### config.mk
export PLATFORM = sky130hd
export DESIGN_NAME = ps2_key_event_queue
export DESIGN_NICKNAME = d
export VERILOG_FILES = /design/src/rtl/ps2_key_event_queue.sv
export SDC_FILE = /design/constraint.sdc
export NUM_CORES = 1
export LEC_CHECK = 0
export CORE_MARGIN = 8
export CORE_UTILIZATION = 52
export CTS_CLUSTER_DIAMETER = 150
export CTS_CLUSTER_SIZE = 20
export DETAILED_ROUTE_END_ITERATION = 7
export PLACE_DENSITY = 0.75
export SYNTH_ARGS = -nofsm -noshare
export SYNTH_HDL_FRONTEND = slang
export SYNTH_SLANG_ARGS = --single-unit
### constraint.sdc
create_clock -name clk -period 3.5 [get_ports clk]
set_clock_uncertainty 0.2 [all_clocks]
set_input_delay 0.525 -clock clk [delete_from_list [all_inputs] [get_ports clk]]
set_output_delay 0.525 -clock clk [all_outputs]
set_load 0.02 [all_outputs]
### src/rtl/ps2_key_event_queue.sv
// PS/2 set-2 byte stream -> {ext,make,code} key events in a FWFT FIFO; KEY_REPEAT_FILTER_EN adds a held-key filter.
// Latency: event on evt_*/last_* one clock after the code byte's key_en.
// Backpressure: evt_valid/evt_ready pop; events arriving while full are dropped and set overflow.

module ps2_kq_fifo #(
   parameter int W     = 10,
   parameter int DEPTH = 8
) (
   input  logic                   clk,
   input  logic                   reset,
   input  logic                   push_vld,
   input  logic [W-1:0]           push_dat,
   output logic                   pop_vld,
   input  logic                   pop_rdy,
   output logic [W-1:0]           pop_dat,
   output logic [$clog2(DEPTH):0] count,
   output logic                   full
);
   localparam int AW = $clog2(DEPTH);
   localparam int CW = AW + 1;

   logic [W-1:0]  mem [DEPTH];
   logic [AW-1:0] wr_ptr;
   logic [AW-1:0] rd_ptr;
   logic          do_push;
   logic          do_pop;

   assign pop_vld = (count != '0);
   assign full    = (count == CW'(DEPTH));
   assign pop_dat = mem[rd_ptr];
   assign do_pop  = pop_vld & pop_rdy;
   // A full FIFO still accepts a write when the head leaves on the same edge.
   assign do_push = push_vld & (~full | do_pop);

   always_ff @(posedge clk) begin
      if (reset) begin
         wr_ptr <= '0;
         rd_ptr <= '0;
         count  <= '0;
         for (int i = 0; i < DEPTH; i++) mem[i] <= '0;
      end else begin
         if (do_push) begin
            mem[wr_ptr] <= push_dat;
            wr_ptr      <= wr_ptr + AW'(1);
         end
         if (do_pop) rd_ptr <= rd_ptr + AW'(1);
         if (do_push && !do_pop)      count <= count + CW'(1);
         else if (!do_push && do_pop) count <= count - CW'(1);
      end
   end
endmodule

module ps2_key_event_queue #(
   parameter int DEPTH          = 8,
   parameter int TIMEOUT_CYCLES = 100000
) (
   input  logic                   clk,
   input  logic                   reset,
   input  logic                   key_en,
   input  logic [7:0]             key_data,
   output logic                   evt_valid,
   input  logic                   evt_ready,
   output logic [7:0]             evt_code,
   output logic                   evt_make,
   output logic                   evt_ext,
   output logic [7:0]             last_code,
   output logic                   last_make,
   output logic                   last_ext,
   output logic [$clog2(DEPTH):0] fifo_count,
   output logic                   overflow,
   output logic                   proto_err,
   output logic [8:0]             held_count
);
   typedef struct packed {
      logic       ext;
      logic       make;
      logic [7:0] code;
   } key_evt_t;

   typedef enum logic [1:0] {S_IDLE, S_EXT, S_BRK, S_EXTBRK} state_t;

   localparam int TW = $clog2(TIMEOUT_CYCLES) + 1;

   state_t        state;
   state_t        nxt_state;
   logic [TW-1:0] tmo_cnt;
   key_evt_t      dec_evt;
   key_evt_t      head_evt;
   logic          is_ctrl;
   logic          tmo_hit;
   logic          emit;
   logic          dec_err;
   logic          accept;
   logic          fifo_full;
   logic          pop;

   assign is_ctrl = key_data inside {8'h00, 8'hAA, 8'hE1, 8'hEE, 8'hFA, 8'hFC, 8'hFD, 8'hFE, 8'hFF};
   assign tmo_hit = (state != S_IDLE) && (tmo_cnt == TW'(TIMEOUT_CYCLES - 1));
   assign pop     = evt_valid & evt_ready;

   always_comb begin
      nxt_state    = state;
      dec_err      = 1'b0;
      emit         = 1'b0;
      dec_evt.ext  = (state == S_EXT) || (state == S_EXTBRK);
      dec_evt.make = (state == S_IDLE) || (state == S_EXT);
      dec_evt.code = key_data;
      if (key_en) begin
         if (key_data == 8'hE0) begin
            nxt_state = S_EXT;
            dec_err   = (state != S_IDLE);
         end else if (key_data == 8'hF0) begin
            nxt_state = dec_evt.ext ? S_EXTBRK : S_BRK;
            dec_err   = (state == S_BRK) || (state == S_EXTBRK);
         end else if (is_ctrl) begin
            nxt_state = S_IDLE;
            dec_err   = (state != S_IDLE);
         end else begin
            nxt_state = S_IDLE;
            emit      = 1'b1;
         end
      end else if (tmo_hit) begin
         nxt_state = S_IDLE;
         dec_err   = 1'b1;
      end
   end

   always_ff @(posedge clk) begin
      if (reset) begin
         state     <= S_IDLE;
         tmo_cnt   <= '0;
         proto_err <= 1'b0;
         overflow  <= 1'b0;
         last_code <= 8'h00;
         last_make <= 1'b0;
         last_ext  <= 1'b0;
      end else begin
         state     <= nxt_state;
         tmo_cnt   <= (key_en || nxt_state == S_IDLE) ? '0 : tmo_cnt + TW'(1);
         proto_err <= dec_err;
         if (emit) begin
            last_code <= dec_evt.code;
            last_make <= dec_evt.make;
            last_ext  <= dec_evt.ext;
         end
         if (accept && fifo_full && !pop) overflow <= 1'b1;
      end
   end

`ifdef KEY_REPEAT_FILTER_EN
   logic [511:0] held;
   logic [8:0]   held_idx;

   assign held_idx = {dec_evt.ext, dec_evt.code};
   // Typematic repeats of a held key and breaks of keys never seen pressed are swallowed.
   assign accept   = emit & (dec_evt.make ? ~held[held_idx] : held[held_idx]);

   always_ff @(posedge clk) begin
      if (reset) begin
         held       <= '0;
         held_count <= 9'd0;
      end else if (accept) begin
         held[held_idx] <= dec_evt.make;
         held_count     <= dec_evt.make ? held_count + 9'd1 : held_count - 9'd1;
      end
   end
`else
   assign accept     = emit;
   assign held_count = 9'd0;
`endif

   ps2_kq_fifo #(
      .W     ($bits(key_evt_t)),
      .DEPTH (DEPTH)
   ) u_fifo (
      .clk      (clk),
      .reset    (reset),
      .push_vld (accept),
      .push_dat (dec_evt),
      .pop_vld  (evt_valid),
      .pop_rdy  (evt_ready),
      .pop_dat  (head_evt),
      .count    (fifo_count),
      .full     (fifo_full)
   );

   assign evt_code = head_evt.code;
   assign evt_make = head_evt.make;
   assign evt_ext  = head_evt.ext;
endmodule

### After elaboration in Yosys (flattened, before gate mapping)

Memory sizes are Yosys's and may differ from the RTL's. A register that Yosys moved wholly into a read port is not among the register bits.
Cells that the tools add are included.

| word-level totals | value |
|---|---|
| bits in latches | 0 |
| output and inout port bits | 36 |
| memories kept | 1 |
| memory bits (read-only) | 0 |
| bits in writable memories | 80 |
| input bits | 12 |
| flip-flop bits (word level) | 42 |
| logic and storage cells | 81 |

| cells by class | value |
|---|---|
| reductions and logical operators | 20 |
| bitwise logic cells | 4 |
| order comparisons | 0 |
| $add $sub $neg | 5 |
| div/mod/pow operators | 0 |
| eq/ne operators | 15 |
| muxes and demuxes | 26 |
| multipliers | 0 |
| shift-type cells | 0 |

Memory list:

| name | words | bits a word | rd ports | clocked after Yosys merged registers in | write ports | RTL line | RTL |
|---|---|---|---|---|---|---|---|
| u_fifo.mem | 8 | 10 | 1 | 1 | 8 | 22 | `logic [W-1:0] mem [DEPTH];` |

Operators by type and width:

| operator | count |
|---|---|
| $eq 8x8->1 const B | 10 |
| $add 18x1->18 const B | 1 |
| $eq 18x17->1 const B | 1 |
| $mux 1 | 16 |
| $mux 10 | 1 |
| $reduce_or 10->1 | 1 |
| $mux 3 | 3 |
| $reduce_bool 9->1 | 1 |
| $logic_not 8->1 | 1 |
| $mux 2 | 4 |
| $mux 4 | 2 |
| $add 3x1->3 const B | 2 |
| $logic_and 1x1->1 | 5 |
| $add 4x1->4 const B | 1 |
| $eq 2x2->1 const B | 2 |
| $eq 4x4->1 const B | 1 |
| $logic_not 2->1 | 2 |
| $logic_or 1x1->1 | 4 |
| $reduce_bool 2->1 | 2 |
| $reduce_bool 4->1 | 1 |
| $sub 4x1->4 const B | 1 |
| $and 1x1->1 | 2 |
| $eq 2x1->1 const B | 1 |
| $logic_not 1->1 | 2 |
| 3 further kinds | 3 |

### Longest topological paths before layout

| logic depth | value |
|---|---|
| depth in word-level cells | 12 |
| depth in mapped cells | 15 |

### Hierarchy

From an unflattened synthesis, not the netlist that was laid out.

| second synthesis, totals | value |
|---|---|
| cell total of the unflattened synthesis | 471 |
| area total of the unflattened synthesis | 5,909.4 sq um |

Modules (own cells, without submodules):

| module | area an instance (sq um) | times used | cells an instance | seq. area each (sq um) |
|---|---|---|---|---|
| ps2_kq_fifo | 4,294.1 | 1 | 292 | 2,662.6 |
| ps2_key_event_queue | 1,615.3 | 1 | 179 | 640.6 |

### Worst setup path after synthesis

Ideal clock, no wire load.

| path | value |
|---|---|
| path kind | input to register |
| from | input key_data[0] |
| to | register u_fifo.count[3] |
| path slack | -0.082 ns |
| data arrival time | 3.312 ns |
| buffers on the path | 2 |
| data required time | 3.229 ns |
| cell stages on the path | 15 |
| cells stage by stage | buf_6 > or4_4 > or3_1 > and4_4 > nand2_4 > inv_4 > buf_6 > ha_1 > inv_1 > ha_1 > a21o_1 > a21oi_1 > xnor2_1 > or3_1 > a21oi_1 |

| on the way | value |
|---|---|
| longest elaborated chain between the ends | 10 |
| elaborated cells between the ends (all ways) | 22 |
| those cells by class | eq/ne: 10; mux: 5; bitwise: 1; reduce/logical: 6 |

Ends and longest elaborated chain:

| item | RTL line | RTL |
|---|---|---|
| from (decl) | 60 | `input logic [7:0] key_data,` |
| $eq 8x8->1 / $logic_not 8->1 (equally long branches) | 97 | `assign is_ctrl = key_data inside {8'h00, 8'hAA, 8'hE1, 8'hEE, 8'hFA, 8'hFC, 8'hFD, 8'hFE, 8'hFF};` |
| $reduce_bool 9->1 | 97 |  |
| $mux 1 | 115 | `end else if (is_ctrl) begin` |
| $mux 1 | 112 | `end else if (key_data == 8'hF0) begin` |
| $mux 1 (*) | 109 | `if (key_data == 8'hE0) begin` |
| $mux 1 (*) | 108 | `if (key_en) begin` |
| $and 1x1->1 (*) | 33 | `assign do_push = push_vld & (~full \| do_pop);` |
| $logic_not 1->1 | 48 | `else if (!do_push && do_pop) count <= count - CW'(1);` |
| $logic_and 1x1->1 | 48 |  |
| $reduce_bool 2->1 (no line) | n/a |  |
| to (signal assigned) | 47 | `if (do_push && !do_pop) count <= count + CW'(1);` |
| to (signal assigned) | 48 |  |
| to (decl) | 16 | `output logic [$clog2(DEPTH):0] count,` |

Mark *: on every way between the ends. The rest lies on a longest branch, timed or not.
A chain may end at the register's enable or synchronous reset.

### Worst setup path after layout

| path | value |
|---|---|
| from | input key_data[1] |
| to | register u_fifo.count[3] |

The elaborated chain is that of the path after synthesis.

==> flow_metrics.env <==
export IMPL_rows=39
export IMPL_setup_slack_ns=0.174
export IMPL_ios=48
export IMPL_synth_top_area_frac=0.409
export IMPL_dieArea_sq_um=15000
export IMPL_critPathTopFamily="simple AND/OR/NAND/NOR gates"
export IMPL_nNetsFinal=557
export IMPL_cpPeakStageDelay_ns=0.53
export IMPL_finalCritPeriodShare=0.950
export IMPL_die_w_um=122
export IMPL_via_per_inst=5.83
export IMPL_crit_slowest_cell="or4_4"
export IMPL_clock_latency_ns=0.40
export IMPL_hold_viol_final=0
export IMPL_finalMaxSlewViolations=0
export IMPL_final_layout_size_suffix_gt1_frac=0.185
export IMPL_grt_max_degree=45
export IMPL_synthTopCellsByCount="edfxtp_1, nor3_1, dfxtp_1, and3_1, nor2_1"
export IMPL_syn_to_final_growth_pct=20.3
export IMPL_hp_class="register to register"
export IMPL_place_area_sq_um=6440
export IMPL_cp_arrival_ns=3.46
export IMPL_synthesis_instances=487
export IMPL_initial_core_util=0.524
export IMPL_status="finished clean"
export IMPL_r2r_slack_ns=0.67
export IMPL_endpoint_kind="register"
export IMPL_grt_overflow=0
export IMPL_grt_pass1_vias=4171
export IMPL_cts_tree="built"
export IMPL_post_cts_buffers=0
export IMPL_post_place_ws_ns=-0.322
export IMPL_syn_area_sq_um=5880
export IMPL_r2r_start="u_fifo.count[0]"
export IMPL_cts_buffers=17
export IMPL_max_cap_viol_count=0
export IMPL_drt_pre_antenna_iters=5
export IMPL_setup_tns_ns=0
export IMPL_cp_common_cell="or3_1"
export IMPL_synth_area_leader_cell="edfxtp_1"
export IMPL_htreeDepth=4
export IMPL_coreArea_sq_um=11200
export IMPL_dp_hpwl_um=8970
export IMPL_grt_antenna_before_repair=0
export IMPL_timing_fmax_mhz=301
export IMPL_peakVddDrop_uv=321
export IMPL_ant_nets=0
export IMPL_wl_per_cell_um=19.2
export IMPL_worstPathCellList="clkdlybuf4s50_1, or4_4, or3_1, and4_4, nand2_4, inv_4, ha_2, inv_2, ha_1, a21o_1, a21oi_2, xnor2_1, or3_1, a21oi_1"
export IMPL_cp_num_buf_inv=3
export IMPL_grt_usage=0.186
export IMPL_leakagePower_nw=2.62
export IMPL_portBuffers=38
export IMPL_ys_warn_count=0
export IMPL_clkSinkCount=125
export IMPL_crit_start="key_data[1]"
export IMPL_criticalPathCategory="input pin to register"
export IMPL_fin_area_sq_um=7070
export IMPL_reg2reg_to="u_fifo.mem[4][3]"
export IMPL_reg2reg_depth=6
export IMPL_tightest_slew_ns=1.18
export IMPL_yosys_top_cells_area="edfxtp_1, dfxtp_1, mux4_2"
export IMPL_gp_congestion=0.843
export IMPL_n_antenna_cell=0
export IMPL_drc=0
export IMPL_synth_most_common_cell="edfxtp_1"
export IMPL_grt_pass1_wl_um=21300
export IMPL_clockBufferDepth=2
export IMPL_fin_crit_ns=3.33
export IMPL_root_buffer="clkbuf_16"
export IMPL_path_max_fanout=3
export IMPL_yosysSeqAreaShare=0.562
export IMPL_vias=4045
export IMPL_avgSynthCellArea_sq_um=12.1
export IMPL_synth_top_flop_cell="edfxtp_1"
export IMPL_wl_um=13300
export IMPL_clkTransAtPathRegs_ns=0.06
export IMPL_slew_headroom=0.208
export IMPL_ys_ff_latch=125
export IMPL_synth_edf_count=80
export IMPL_die_height_um=122
export IMPL_rsz0062_at_grt="false"
export IMPL_start_kind="input pin"
export IMPL_async_reset_ff_frac=0
export IMPL_endpoint="u_fifo.count[3]"
export IMPL_power_per_cell_area_nw_per_um2=655
export IMPL_cp_depth=14
export IMPL_drt_iter0_markers=473
export IMPL_fill_cells=881
export IMPL_required_ns=3.64
export IMPL_ys_types=49
export IMPL_setup_viol=0
==> cell type report <==
cell class              instances  area (sq um)  area share
clock buffers                  17           425      0.0602
well taps                     143           179      0.0253
flip-flops and latches        125          3300       0.467
inverters                       6          25.0     0.00354
repair buffers                 66           593      0.0839
clock inverters                15           195      0.0276
multi-input cells             322          2350       0.332
==> stage by stage <==
| stage | hold slack (ns) | power (W) | util | instances |
|---|---|---|---|---|
| floorplan | 0.218 | 0.00246 | - | 495 |
| global placement | 0.228 | 0.00281 | 0.574 | 662 |
| detailed placement | 0.241 | 0.00284 | 0.574 | 662 |
| CTS | 0.252 | 0.00466 | 0.630 | 694 |
| global route | 0.280 | 0.00480 | 0.630 | 694 |
| finish | 0.248 | 0.00463 | 0.630 | 694 |
==> worst register-to-register path: stages (launching register included) <==
cell and delay, ns:
dfxtp_1 0.47, nor3_1 0.12, nand3b_1 0.18, and4_4 0.27, buf_4 0.12, nand3_1 0.15, o21bai_1 0.93
==> cells in the final DEF, fill, tap and decap left out, drive strengths merged, types with 9 or more instances in the layout <==
master and instances:
and3 41, edfxtp 80, nor3 46, nand2 20, nor2 41, xor2 9, clkdlybuf4s50 37, nand2b 23
buf 28, dfxtp 45, conb 9, mux2 12, mux2i 10, clkbuf 17, mux4 20, xnor2 12
nand3 14
==> flip-flops by register name, indices dropped and copies added (netlist names), named ones only <==
name	cells
overflow	1
u_fifo.wr_ptr	3
last_code	8
last_ext	1
proto_err	1
tmo_cnt	18
u_fifo.count	4
u_fifo.rd_ptr	3
last_make	1
u_fifo.mem	80
state	2
==> where the power goes <==
part	switching [W]	internal, W	total, W
Combinational	0.000561	0.000512	0.00107
Sequential	0.0000575	0.00167	0.00173
Clock	0.000637	0.00119	0.00182
Total	0.00126	0.00337	0.00463
==> worst min path at each step <==
stage                           from          to  cells past startpoint
final                     tmo_cnt[0]  tmo_cnt[0]                      1
after global routing      tmo_cnt[0]  tmo_cnt[0]                      1
after CTS                 tmo_cnt[0]  tmo_cnt[0]                      1
after detailed placement  tmo_cnt[0]  tmo_cnt[0]                      1
after global placement    tmo_cnt[0]  tmo_cnt[0]                      1
after floorplan           tmo_cnt[0]  tmo_cnt[0]                      1
==> per-layer routing <==
metal	vias up	GRT usage	share of wire
li1	1900	-	-
met1	1955	0.222	0.40
met2	167	0.312	0.51
met3	23	0.0520	0.070
met4	0	0.0762	0.019
met5	-	0	0
==> logic make-up after synthesis <==
group | after synthesis | synth area share
compound gates | 31 | 0.0356
other cells | 1 | 0.000638
fa+ha+maj | 7 | 0.0162
simple gates | 212 | 0.193
flops | 125 | 0.562
buf+inv | 48 | 0.0447
xor+xnor | 21 | 0.0313
mux | 42 | 0.117
==> repair_timing <==
item | 4_1_cts | 5_1_grt
gates resized for setup | 0 | 1
hold buffers | 0 | 0
setup endpoints to repair | 0 | 1
Power figures use the tool's default switching activity.
